## config.mk

```make
export PLATFORM = sky130hd
export DESIGN_NAME = truth_table_sweeper
export DESIGN_NICKNAME = d
export VERILOG_FILES = /design/src/rtl/truth_table_sweeper.sv
export SDC_FILE = /design/constraint.sdc
export NUM_CORES = 1
export LEC_CHECK = 0
export CAP_MARGIN = 5
export CORE_MARGIN = 2
export CORE_UTILIZATION = 50
export CTS_CLUSTER_DIAMETER = 200
export CTS_CLUSTER_SIZE = 16
export DETAILED_ROUTE_END_ITERATION = 12
export PLACE_DENSITY = 0.81
export SYNTH_ARGS = -nofsm -noshare
export SYNTH_HDL_FRONTEND = slang
export SYNTH_SLANG_ARGS = --single-unit
```

## constraint.sdc

```tcl
create_clock -name clk -period 2.59 [get_ports clk]
set_input_delay 0.6475 -clock clk [delete_from_list [all_inputs] [get_ports clk]]
set_output_delay 0.6475 -clock clk [all_outputs]
set_load 0.05 [all_outputs]
```

## src/rtl/truth_table_sweeper.sv

```systemverilog
// Truth-table sweeper for a 4-input combinational block.
// Drives every input vector 0..15 on {a,b,c,d}, waits SETTLE cycles for the
// block under test to settle, then samples its output s into a captured
// table. Each sample is compared against a golden table, and the sweeper
// keeps a per-vector mismatch map and a count of mismatching vectors.
//
// state  | meaning
// -------+-------------------------------------------------------------
// IDLE   | waiting for start; vector outputs low; results of last sweep held
// DRIVE  | current vector driven; settle counter runs for SETTLE cycles
// SAMPLE | one cycle: capture s, compare to golden bit, advance or finish
// FIN    | one cycle: done pulse, pass updated from final error count
//
// One vector therefore occupies SETTLE+1 busy cycles, so a sweep is
// 16*(SETTLE+1) busy cycles, followed by the FIN cycle.
// All outputs are registered.

module truth_table_sweeper #(
  parameter int SETTLE = 2
) (
  input  logic        clk,
  input  logic        rst,
  input  logic        start,
  input  logic [15:0] expected,
  input  logic        s,
  output logic        a,
  output logic        b,
  output logic        c,
  output logic        d,
  output logic        busy,
  output logic        done,
  output logic [15:0] captured_table,
  output logic [15:0] mismatch,
  output logic [4:0]  err_count,
  output logic        pass
);

  typedef enum logic [1:0] {
    IDLE   = 2'd0,
    DRIVE  = 2'd1,
    SAMPLE = 2'd2,
    FIN    = 2'd3
  } state_t;

  localparam logic [3:0] SETTLE_LAST = 4'(SETTLE - 1);
  localparam logic [3:0] IDX_LAST    = 4'd15;

  state_t     state;
  logic [3:0] idx;
  logic [3:0] settle_cnt;
  logic [3:0] vec;

  // The vector register sits directly on the four outputs so the block
  // under test sees glitch-free, clock-aligned inputs.
  assign {a, b, c, d} = vec;

  // Sweep sequencer: state transitions, vector/settle bookkeeping and results.
  always_ff @(posedge clk) begin
    if (rst) begin
      state          <= IDLE;
      idx            <= 4'd0;
      settle_cnt     <= 4'd0;
      vec            <= 4'd0;
      busy           <= 1'b0;
      done           <= 1'b0;
      pass           <= 1'b0;
      captured_table <= 16'h0000;
      mismatch       <= 16'h0000;
      err_count      <= 5'd0;
    end else begin
      case (state)
        IDLE: begin
          done <= 1'b0;
          busy <= 1'b0;
          vec  <= 4'd0;
          if (start) begin
            captured_table <= 16'h0000;
            mismatch       <= 16'h0000;
            err_count      <= 5'd0;
            pass           <= 1'b0;
            idx            <= 4'd0;
            settle_cnt     <= 4'd0;
            vec            <= 4'd0;
            busy           <= 1'b1;
            state          <= DRIVE;
          end
        end

        DRIVE: begin
          if (settle_cnt == SETTLE_LAST) begin
            settle_cnt <= 4'd0;
            state      <= SAMPLE;
          end else begin
            settle_cnt <= settle_cnt + 4'd1;
          end
        end

        SAMPLE: begin
          captured_table[idx] <= s;
          mismatch[idx]       <= s ^ expected[idx];
          if (s != expected[idx]) begin
            err_count <= err_count + 5'd1;
          end
          if (idx == IDX_LAST) begin
            // vec returns to zero together with busy so the block under
            // test is parked while the sweeper is not sweeping.
            vec   <= 4'd0;
            busy  <= 1'b0;
            done  <= 1'b1;
            state <= FIN;
          end else begin
            idx        <= idx + 4'd1;
            vec        <= idx + 4'd1;
            settle_cnt <= 4'd0;
            state      <= DRIVE;
          end
        end

        FIN: begin
          // err_count already includes the vector-15 result written in SAMPLE.
          done  <= 1'b0;
          pass  <= (err_count == 5'd0);
          state <= IDLE;
        end

        default: begin
          state <= IDLE;
        end
      endcase
    end
  end

endmodule

```

==> results_tabular.tex, run 1 <==
\begin{tabular}{lr}
\hline
Metric & Value \\
\hline
\multicolumn{2}{l}{\textbf{Layout}} \\
\quad Layout Cells excl Fill & 476 \\
\quad Antenna diodes & 0 \\
\quad Final Cell Area & 0.003587 mm\^{}2 \\
\quad Leading cell type in the layout, fill and taps excluded & sky130\_fd\_sc\_hd\_\_nor2\_1 \\
\quad Commonest cells after routing, fill and taps aside & 74 x sky130\_fd\_sc\_hd\_\_nor2\_1, 63 x sky130\_fd\_sc\_hd\_\_clkdlybuf4s50\_1, 54 x sky130\_fd\_sc\_hd\_\_dfxtp\_1 \\
\quad Fill cell total of the finished layout & 425 \\
\quad P\&R area growth vs syn & 32.24\% \\
\quad Fraction of layout instances using a drive strength above 1 & 0.1108 \\
\quad Number of nets at the end of the flow & 438 \\
\multicolumn{2}{l}{\textbf{Detailed routing}} \\
\quad Drt pass-1 iters & 4 \\
\quad Post-detailed-route via-to-cell ratio & 5.481 \\
\quad Total DRC errors in the routed layout & 0 \\
\quad Vias & 2,609 \\
\quad Routed length per placed instance & 14.10 um \\
\quad Total routed wirelength & 6.713 mm \\
\quad Post-detailed-route count of antenna-violating nets & 0 \\
\quad DRC violation total after the first TritonRoute iteration & 175 \\
\multicolumn{2}{l}{\textbf{Worst setup path}} \\
\quad Critical path fanouts, max & 11 \\
\quad Data required time of the worst path & 2.84 ns \\
\quad Max incr delay on CP & 0.49 ns \\
\quad Cell family contributing the most delay on the critical path & simple AND/OR/NAND/NOR gates \\
\quad Worst path buffer plus inverter count & 2 \\
\quad Category of the most critical setup path & primary input to flop \\
\quad Slowest cell on crit path & sky130\_fd\_sc\_hd\_\_mux4\_2 \\
\quad Setup crit start kind & primary input \\
\quad Worst endpoint data arrival time & 2.75 ns \\
\quad Crit path capture type & flop \\
\quad Cell Chain, Critical Path & clkdlybuf4s50\_1 -> mux4\_2 -> and4\_4 -> a2111oi\_4 -> nand3\_2 -> buf\_6 -> or3\_4 -> a21oi\_2 \\
\multicolumn{2}{l}{\textbf{Placed design}} \\
\quad Weighted congestion reported at the end of routability-driven placement & 0.8523 \\
\quad Dpl ws & -0.3186 ns \\
\quad Post-detailed-placement cell area & 0.003467 mm\^{}2 \\
\quad Total of buffers placed on input and output ports & 63 \\
\quad \# placed instances & 469 \\
\quad Half-perimeter wire length after detailed placement & 4.820 mm \\
\multicolumn{2}{l}{\textbf{Synth}} \\
\quad Number of cells produced by synthesis & 341 \\
\quad Post-synthesis register bit count & 54 \\
\quad Number of synthesized flops with an enable pin & 0 \\
\quad Synth top area share & 0.3985 \\
\quad Share of the yosys chip area belonging to registers & 0.3985 \\
\quad Synth Flop Type & sky130\_fd\_sc\_hd\_\_dfxtp\_1 \\
\quad Net count after synthesis & 373 \\
\quad Post-Syn Area & 0.002713 mm\^{}2 \\
\quad Netlist cell types & 40 \\
\quad Cell accounting for the most synthesized area & sky130\_fd\_sc\_hd\_\_dfxtp\_1 \\
\quad Yosys Warn Count & 0 \\
\quad Synthesized area per cell & 7.955 um\^{}2 \\
\quad Async SR Flop Fraction & 0 \\
\quad Dominant cells by area after synthesis & sky130\_fd\_sc\_hd\_\_dfxtp\_1 40\%, sky130\_fd\_sc\_hd\_\_nor2\_1 10\%, sky130\_fd\_sc\_hd\_\_mux2\_2 6.6\% \\
\multicolumn{2}{l}{\textbf{STA}} \\
\quad Count of final setup violators & 0 \\
\quad Worst Clk Skew & 0.009844 ns \\
\quad Final worst-path setup slack & 0.08949 ns \\
\quad Worst-margin pin slew & 0.5196 ns \\
\quad Setup\_tns & 0 ns \\
\quad Unrepaired setup endpoints after global routing & false \\
\quad Pins Over Slew Limit & 0 \\
\quad Max Fclk & 399.9 MHz \\
\quad Slew HR & 0.6525 \\
\quad Final period utilization & 0.9654 \\
\quad Count of endpoints failing hold in the final timing report & 0 \\
\quad Minimum clock period & 2.501 ns \\
\multicolumn{2}{l}{\textbf{Floorplan}} \\
\quad Horizontal extent of the die & 77.66 um \\
\quad Core outline area & 0.005172 mm\^{}2 \\
\quad Die footprint & 0.006030 mm\^{}2 \\
\quad Starting density of the core & 0.5244 \\
\quad Io pins & 64 \\
\quad Row count & 26 \\
\quad Height of the die & 77.66 um \\
\multicolumn{2}{l}{\textbf{Power and ir drop}} \\
\quad Share of total power consumed by net switching & 0.3444 \\
\quad Combinational cell fraction of total power & 0.296 \\
\quad Net switching power & 709.5 uW \\
\quad Power density of the placed cells & 574.3 mW/mm\^{}2 \\
\quad Clk network pwr share & 0.274 \\
\quad Power Internal & 1.351 mW \\
\quad Worst IR drop on VDD & 0.3936 mV \\
\quad Static power due to leakage & 1.300 nW \\
\quad Part of the total power dissipated in sequential elements & 0.431 \\
\multicolumn{2}{l}{\textbf{Min path}} \\
\quad Hold/Removal Path Class & flop to flop \\
\multicolumn{2}{l}{\textbf{Clocking}} \\
\quad Longest Clk Path Bufs & 2 \\
\quad Clock Sink Count & 54 \\
\quad Resize count post-CTS & 0 \\
\quad Clock root buffer & sky130\_fd\_sc\_hd\_\_clkbuf\_8 \\
\quad Total clock buffers created by CTS & 5 \\
\quad H-tree depth reported by CTS & 2 \\
\quad CTS hold repair buffers & 0 \\
\quad Number of buffers inserted by post-CTS setup repair & 0 \\
\quad Latest clock arrival within the worst-skew pair & 0.31 ns \\
\quad CTS tree & built \\
\quad Post-CTS clock slew at the launch and capture registers of the worst setup and hold paths & 0.09 ns \\
\multicolumn{2}{l}{\textbf{Status}} \\
\quad Run status & finished clean \\
\multicolumn{2}{l}{\textbf{Flow run}} \\
\quad Number of max-cap violations & 0 \\
\multicolumn{2}{l}{\textbf{Global routing}} \\
\quad Remaining global-route overflow & 0 \\
\quad Maximum number of pins on one net before global-route repair & 43 \\
\quad First-pass GRT wire length & 11.31 mm \\
\quad Number of global-route vias before repair & 2,405 \\
\quad Gr usage total & 0.2324 \\
\quad Antenna violations before repair & 0 \\
\hline
\end{tabular}
cell families after synthesis:
logic type      share of synthesized area
compound gates                     0.1361
mux                               0.09409
buf+inv                           0.04058
flops                              0.3985
simple gates                       0.2689
xor+xnor                         0.006459
fa+ha+maj                         0.05535
power groups by stage:
stage	registers [mW]	clock network, mW	logic, mW
3_3_place_gp	0.905	0	0.581
5_1_grt	0.893	0.610	0.670
6_report	0.888	0.564	0.609
4_1_cts	0.888	0.572	0.601
3_5_place_dp	0.907	0	0.592
2_1_floorplan	0.940	0	0.359
worst register-to-register path: stages (launching register included):
cell	delay, ns
sky130_fd_sc_hd__dfxtp_1	0.44
sky130_fd_sc_hd__mux4_2	0.55
sky130_fd_sc_hd__and4_4	0.22
sky130_fd_sc_hd__a2111oi_4	0.23
sky130_fd_sc_hd__nand3_2	0.14
sky130_fd_sc_hd__buf_6	0.17
sky130_fd_sc_hd__or3_4	0.32
sky130_fd_sc_hd__a21oi_2	0.11
layout make-up:
class | instances | area [um^2] | area share
Clock buffer | 5 | 68.82 | 0.01918
Clock inverter | 2 | 38.79 | 0.01081
Inverter | 9 | 33.78 | 0.009418
Multi-Input combinational cell | 258 | 1530 | 0.4266
Sequential cell | 54 | 1081 | 0.3014
Tap cell | 70 | 87.58 | 0.02442
Timing Repair Buffer | 78 | 747.0 | 0.2082
sequential cells by signal, indices dropped and copies added (netlist names):
register / cells
captured_table: 16
mismatch: 16
err_count: 5
idx: 4
settle_cnt: 4
vec: 4
state: 2
busy: 1
done: 1
pass: 1
metrics by stage:
step / hold WS, ns / utilization / power [mW]
2_1_floorplan: 0.4574 / - / 1.299
3_3_place_gp: 0.4457 / 0.6703 / 1.485
3_5_place_dp: 0.4574 / 0.6703 / 1.499
5_1_grt: 0.5112 / 0.6935 / 2.173
6_report: 0.4854 / 0.6935 / 2.060
4_1_cts: 0.4701 / 0.6911 / 2.061
layer usage:
metal | vias up | share of wire | global-route usage
li1 | 1302 | - | -
met1 | 1246 | 0.45 | 0.2964
met2 | 56 | 0.50 | 0.3957
met3 | 5 | 0.049 | 0.06047
met4 | 0 | 0.0063 | 0.04821
met5 | - | 0 | 0
path summary, 6_finish.rpt:
kind | to | start | cells past startpoint | slack (ns)
worst max-delay path | mismatch[15]$_SDFFE_PP0P_ | expected[11] | 8 | 0.09
worst min-delay path | mismatch[15]$_SDFFE_PP0P_ | mismatch[15]$_SDFFE_PP0P_ | 2 | 0.49
worst max register to register | mismatch[15]$_SDFFE_PP0P_ | idx[2]$_SDFFE_PP0P_ | 7 | 0.34
worst min register to register | mismatch[15]$_SDFFE_PP0P_ | mismatch[15]$_SDFFE_PP0P_ | 2 | 0.49
cells in the mapped netlist, types with 2 or more instances:
cell and n:
sky130_fd_sc_hd__nor2_1 74, sky130_fd_sc_hd__dfxtp_1 54, sky130_fd_sc_hd__nand2_1 47, sky130_fd_sc_hd__a21oi_1 29, sky130_fd_sc_hd__mux2_2 16, sky130_fd_sc_hd__clkbuf_1 15, sky130_fd_sc_hd__ha_1 12, sky130_fd_sc_hd__inv_1 9
sky130_fd_sc_hd__nand3_1 9, sky130_fd_sc_hd__nor3_1 8, sky130_fd_sc_hd__nand4_1 7, sky130_fd_sc_hd__a22oi_1 4, sky130_fd_sc_hd__buf_1 4, sky130_fd_sc_hd__o211ai_1 4, sky130_fd_sc_hd__o21ai_0 4, sky130_fd_sc_hd__or3_1 4
sky130_fd_sc_hd__a21o_1 3, sky130_fd_sc_hd__a22o_1 3, sky130_fd_sc_hd__mux2i_1 3, sky130_fd_sc_hd__nor2b_1 3, sky130_fd_sc_hd__nor4_1 3, sky130_fd_sc_hd__or4_1 3, sky130_fd_sc_hd__a31oi_1 2, sky130_fd_sc_hd__a32oi_1 2
sky130_fd_sc_hd__and3_1 2, sky130_fd_sc_hd__mux4_2 2, sky130_fd_sc_hd__xor2_1 2
No activity file was read; power rests on OpenSTA's default activity.
==> run 2, diff against run 1 <==
--- a/config.mk
+++ b/config.mk
@@ -5,7 +5,7 @@
 export SDC_FILE = /design/constraint.sdc
 export NUM_CORES = 1
 export LEC_CHECK = 0
-export CAP_MARGIN = 5
+export CAP_MARGIN = 20
 export CORE_MARGIN = 2
 export CORE_UTILIZATION = 50
 export CTS_CLUSTER_DIAMETER = 200
==> results of run 2 <==
Same layout as run 1: the final DEF is identical, and so are final timing and power.
==> run 3, diff against run 2 <==
--- a/config.mk
+++ b/config.mk
@@ -7,11 +7,11 @@
 export LEC_CHECK = 0
 export CAP_MARGIN = 20
 export CORE_MARGIN = 2
-export CORE_UTILIZATION = 50
+export CORE_UTILIZATION = 30
 export CTS_CLUSTER_DIAMETER = 200
 export CTS_CLUSTER_SIZE = 16
 export DETAILED_ROUTE_END_ITERATION = 12
-export PLACE_DENSITY = 0.81
+export PLACE_DENSITY = 0.54
 export SYNTH_ARGS = -nofsm -noshare
 export SYNTH_HDL_FRONTEND = slang
 export SYNTH_SLANG_ARGS = --single-unit
==> results_tabular.tex, run 3 (same netlist as run 1, synthesis figures left out) <==
\begin{tabular}{lr}
\hline
Metric & Value \\
\hline
\multicolumn{2}{l}{\textbf{Clocking}} \\
\quad CTS hold repair buffers & 0 (unchanged) \\
\quad Longest Clk Path Bufs & 2 (unchanged) \\
\quad Resize count post-CTS & 0 (unchanged) \\
\quad Number of buffers inserted by post-CTS setup repair & 0 (unchanged) \\
\quad H-tree depth reported by CTS & 2 (unchanged) \\
\quad Post-CTS clock slew at the launch and capture registers of the worst setup and hold paths & 0.10 ns (was 0.09 ns) \\
\quad CTS tree & built (unchanged) \\
\quad Clock Sink Count & 54 (unchanged) \\
\quad Latest clock arrival within the worst-skew pair & 0.31 ns (about the same) \\
\quad Total clock buffers created by CTS & 5 (unchanged) \\
\quad Clock root buffer & sky130\_fd\_sc\_hd\_\_clkbuf\_8 (unchanged) \\
\multicolumn{2}{l}{\textbf{Layout}} \\
\quad Layout Cells excl Fill & 515 (was 476) \\
\quad Commonest cells after routing, fill and taps aside & 74 x sky130\_fd\_sc\_hd\_\_nor2\_1, 62 x sky130\_fd\_sc\_hd\_\_clkdlybuf4s50\_1, 54 x sky130\_fd\_sc\_hd\_\_dfxtp\_1 (was 74 x sky130\_fd\_sc\_hd\_\_nor2\_1, 63 x sky130\_fd\_sc\_hd\_\_clkdlybuf4s50\_1, 54 x sky130\_fd\_sc\_hd\_\_dfxtp\_1) \\
\quad Largest registers & captured\_table (16), mismatch (16), err\_count (5) (unchanged) \\
\quad Fraction of layout instances using a drive strength above 1 & 0.1106 (was 0.1108) \\
\quad Leading cell type in the layout, fill and taps excluded & sky130\_fd\_sc\_hd\_\_nor2\_1 (unchanged) \\
\quad Number of nets at the end of the flow & 439 (was 438) \\
\quad Antenna diodes & 0 (unchanged) \\
\quad P\&R area growth vs syn & 33.63\% (was 32.24\%) \\
\multicolumn{2}{l}{\textbf{Global routing}} \\
\quad Number of global-route vias before repair & 2,426 (was 2,405) \\
\quad Maximum number of pins on one net before global-route repair & 52 (was 43) \\
\quad Antenna violations before repair & 0 (unchanged) \\
\quad Gr usage total & 0.1486 (was 0.2324) \\
\quad Remaining global-route overflow & 0 (unchanged) \\
\quad First-pass GRT wire length & 11.84 mm (was 11.31 mm) \\
\multicolumn{2}{l}{\textbf{STA}} \\
\quad Final period utilization & 0.9638 (was 0.9654) \\
\quad Worst Clk Skew & 0.006696 ns (was 0.009844 ns) \\
\quad Count of endpoints failing hold in the final timing report & 0 (unchanged) \\
\quad Slew HR & 0.6257 (was 0.6525) \\
\quad Fin Hold WS & 0.4833 ns (was 0.4854 ns) \\
\quad Count of final setup violators & 0 (unchanged) \\
\quad Minimum clock period & 2.496 ns (was 2.501 ns) \\
\quad Unrepaired setup endpoints after global routing & false (unchanged) \\
\quad Pins Over Slew Limit & 0 (unchanged) \\
\quad Max Fclk & 400.6 MHz (was 399.9 MHz) \\
\quad Worst-margin pin slew & 0.5615 ns (was 0.5196 ns) \\
\multicolumn{2}{l}{\textbf{Detailed routing}} \\
\quad Vias & 2,515 (was 2,609) \\
\quad Total routed wirelength & 7.268 mm (was 6.713 mm) \\
\quad Met1 Wirelength & 3.518 mm (was 3.017 mm) \\
\quad Drt pass-1 iters & 4 (unchanged) \\
\quad Post-detailed-route via-to-cell ratio & 4.883 (was 5.481) \\
\quad Routed wire length on met2 & 3.442 mm (was 3.326 mm) \\
\quad Post-detailed-route count of antenna-violating nets & 0 (unchanged) \\
\quad Routed wire length on met3 & 249 um (was 326 um) \\
\quad DRC violation total after the first TritonRoute iteration & 80 (was 175) \\
\quad Total DRC errors in the routed layout & 0 (unchanged) \\
\quad Routed length per placed instance & 14.11 um (was 14.10 um) \\
\quad Top routing layer in use & met4 (unchanged) \\
\multicolumn{2}{l}{\textbf{Min path}} \\
\quad Hold/Removal Path Class & flop to flop (unchanged) \\
\multicolumn{2}{l}{\textbf{Flow run}} \\
\quad Number of max-cap violations & 0 (unchanged) \\
\multicolumn{2}{l}{\textbf{Floorplan}} \\
\quad Height of the die & 99.09 um (was 77.66 um) \\
\quad Starting density of the core & 0.3095 (was 0.5244) \\
\quad Die footprint & 0.009819 mm\^{}2 (was 0.006030 mm\^{}2) \\
\quad Io pins & 64 (unchanged) \\
\quad Row count & 34 (was 26) \\
\quad Core outline area & 0.008763 mm\^{}2 (was 0.005172 mm\^{}2) \\
\quad Horizontal extent of the die & 99.09 um (was 77.66 um) \\
\multicolumn{2}{l}{\textbf{Worst setup path}} \\
\quad Slowest cell on crit path & sky130\_fd\_sc\_hd\_\_mux4\_2 (unchanged) \\
\quad Setup crit start kind & primary input (unchanged) \\
\quad Data required time of the worst path & 2.83 ns (was 2.84 ns) \\
\quad Worst endpoint data arrival time & 2.74 ns (was 2.75 ns) \\
\quad Cell Chain, Critical Path & clkdlybuf4s50\_1 -> mux4\_2 -> and4\_4 -> a2111oi\_4 -> nand3\_2 -> or4\_1 -> a31oi\_1 (was clkdlybuf4s50\_1 -> mux4\_2 -> and4\_4 -> a2111oi\_4 -> nand3\_2 -> buf\_6 -> or3\_4 -> a21oi\_2) \\
\quad Critical path fanouts, max & 3 (was 11) \\
\quad Max incr delay on CP & 0.49 ns (about the same) \\
\quad Category of the most critical setup path & primary input to flop (unchanged) \\
\quad Crit path capture type & flop (unchanged) \\
\multicolumn{2}{l}{\textbf{Placed design}} \\
\quad Half-perimeter wire length after detailed placement & 5.219 mm (was 4.820 mm) \\
\quad \# placed instances & 508 (was 469) \\
\quad Total of buffers placed on input and output ports & 63 (unchanged) \\
\quad Weighted congestion reported at the end of routability-driven placement & 0.8347 (was 0.8523) \\
\multicolumn{2}{l}{\textbf{Power and ir drop}} \\
\quad Static power due to leakage & 1.303 nW (was 1.300 nW) \\
\quad Overall power of the completed layout & 2.065 mW (was 2.060 mW) \\
\quad Power density of the placed cells & 569.6 mW/mm\^{}2 (was 574.3 mW/mm\^{}2) \\
\quad Worst IR drop on VDD & 0.2560 mV (was 0.3936 mV) \\
\multicolumn{2}{l}{\textbf{Status}} \\
\quad Run status & finished clean (unchanged) \\
\hline
\end{tabular}
## run 3: changes by cell type in the layout (fill, tap and decap cells not counted)
| cell | previous run | this run |
|---|---|---|
| sky130_fd_sc_hd__a21oi_1 | 28 | 29 |
| sky130_fd_sc_hd__or3_1 | 3 | 4 |
| sky130_fd_sc_hd__buf_4 | 14 | 16 |
| sky130_fd_sc_hd__buf_6 | 1 | 0 |
| sky130_fd_sc_hd__a21oi_2 | 1 | 0 |
| sky130_fd_sc_hd__clkdlybuf4s50_1 | 63 | 62 |
| sky130_fd_sc_hd__buf_2 | 0 | 1 |
| sky130_fd_sc_hd__or3_4 | 1 | 0 |
## run 3: final cells by class
| type | count | area [um^2] |
|---|---|---|
| flip-flops and latches | 54 | 1081 |
| multi-input cells | 258 | 1521 |
| clock buffers | 5 | 68.82 |
| clock inverters | 2 | 38.79 |
| inverters | 9 | 33.78 |
| repair buffers | 79 | 745.7 |
| well taps | 108 | 135.1 |
| fillers | 925 | 5139 |
## run 3: final timing paths
path                                     startpoint                        end  slack, ns  cells after the start
worst max-delay path                   expected[15]  err_count[0]$_SDFFE_PP0P_       0.09                      7
worst min-delay path              busy$_SDFFE_PP0P_          busy$_SDFFE_PP0P_       0.48                      2
worst max register to register  idx[2]$_SDFFE_PP0P_  err_count[0]$_SDFFE_PP0P_       0.36                      6
worst min register to register    busy$_SDFFE_PP0P_          busy$_SDFFE_PP0P_       0.48                      2
## run 3: through the flow
stage	worst slack [ns]	util	area, um^2	setup TNS, ns
final	0.09382	0.4136	3625	0
after global routing	0.008303	0.4136	3625	0
after CTS	0.01797	0.4136	3625	0
after detailed placement	-0.3082	0.4013	3517	-4.656
after global placement	-0.2842	0.4013	3517	-4.165
after floorplan	0.1666	-	2713	0
## run 3: worst max-delay path: cells and delay by family
| kind | cells | cell delay (ns) |
|---|---|---|
| multiplexers | 1 | 0.49 |
| buffers and inverters | 1 | 0.39 |
| AO/OA/AOI/OAI | 2 | 0.38 |
| AND/OR/NAND/NOR | 3 | 0.82 |
## run 3: report_power, final
group	internal [mW]	leakage (nW)	switching, mW
Clock	0.285	0.0542	0.291
Sequential	0.859	0.436	0.0293
Combinational	0.204	0.813	0.396
Total	1.35	1.30	0.716
## run 3: layer usage
layer	track usage	vias to the layer above
met5	0	-
met4	0.03477	0
met3	0.02670	4
met2	0.2490	46
met1	0.1997	1169
li1	-	1296
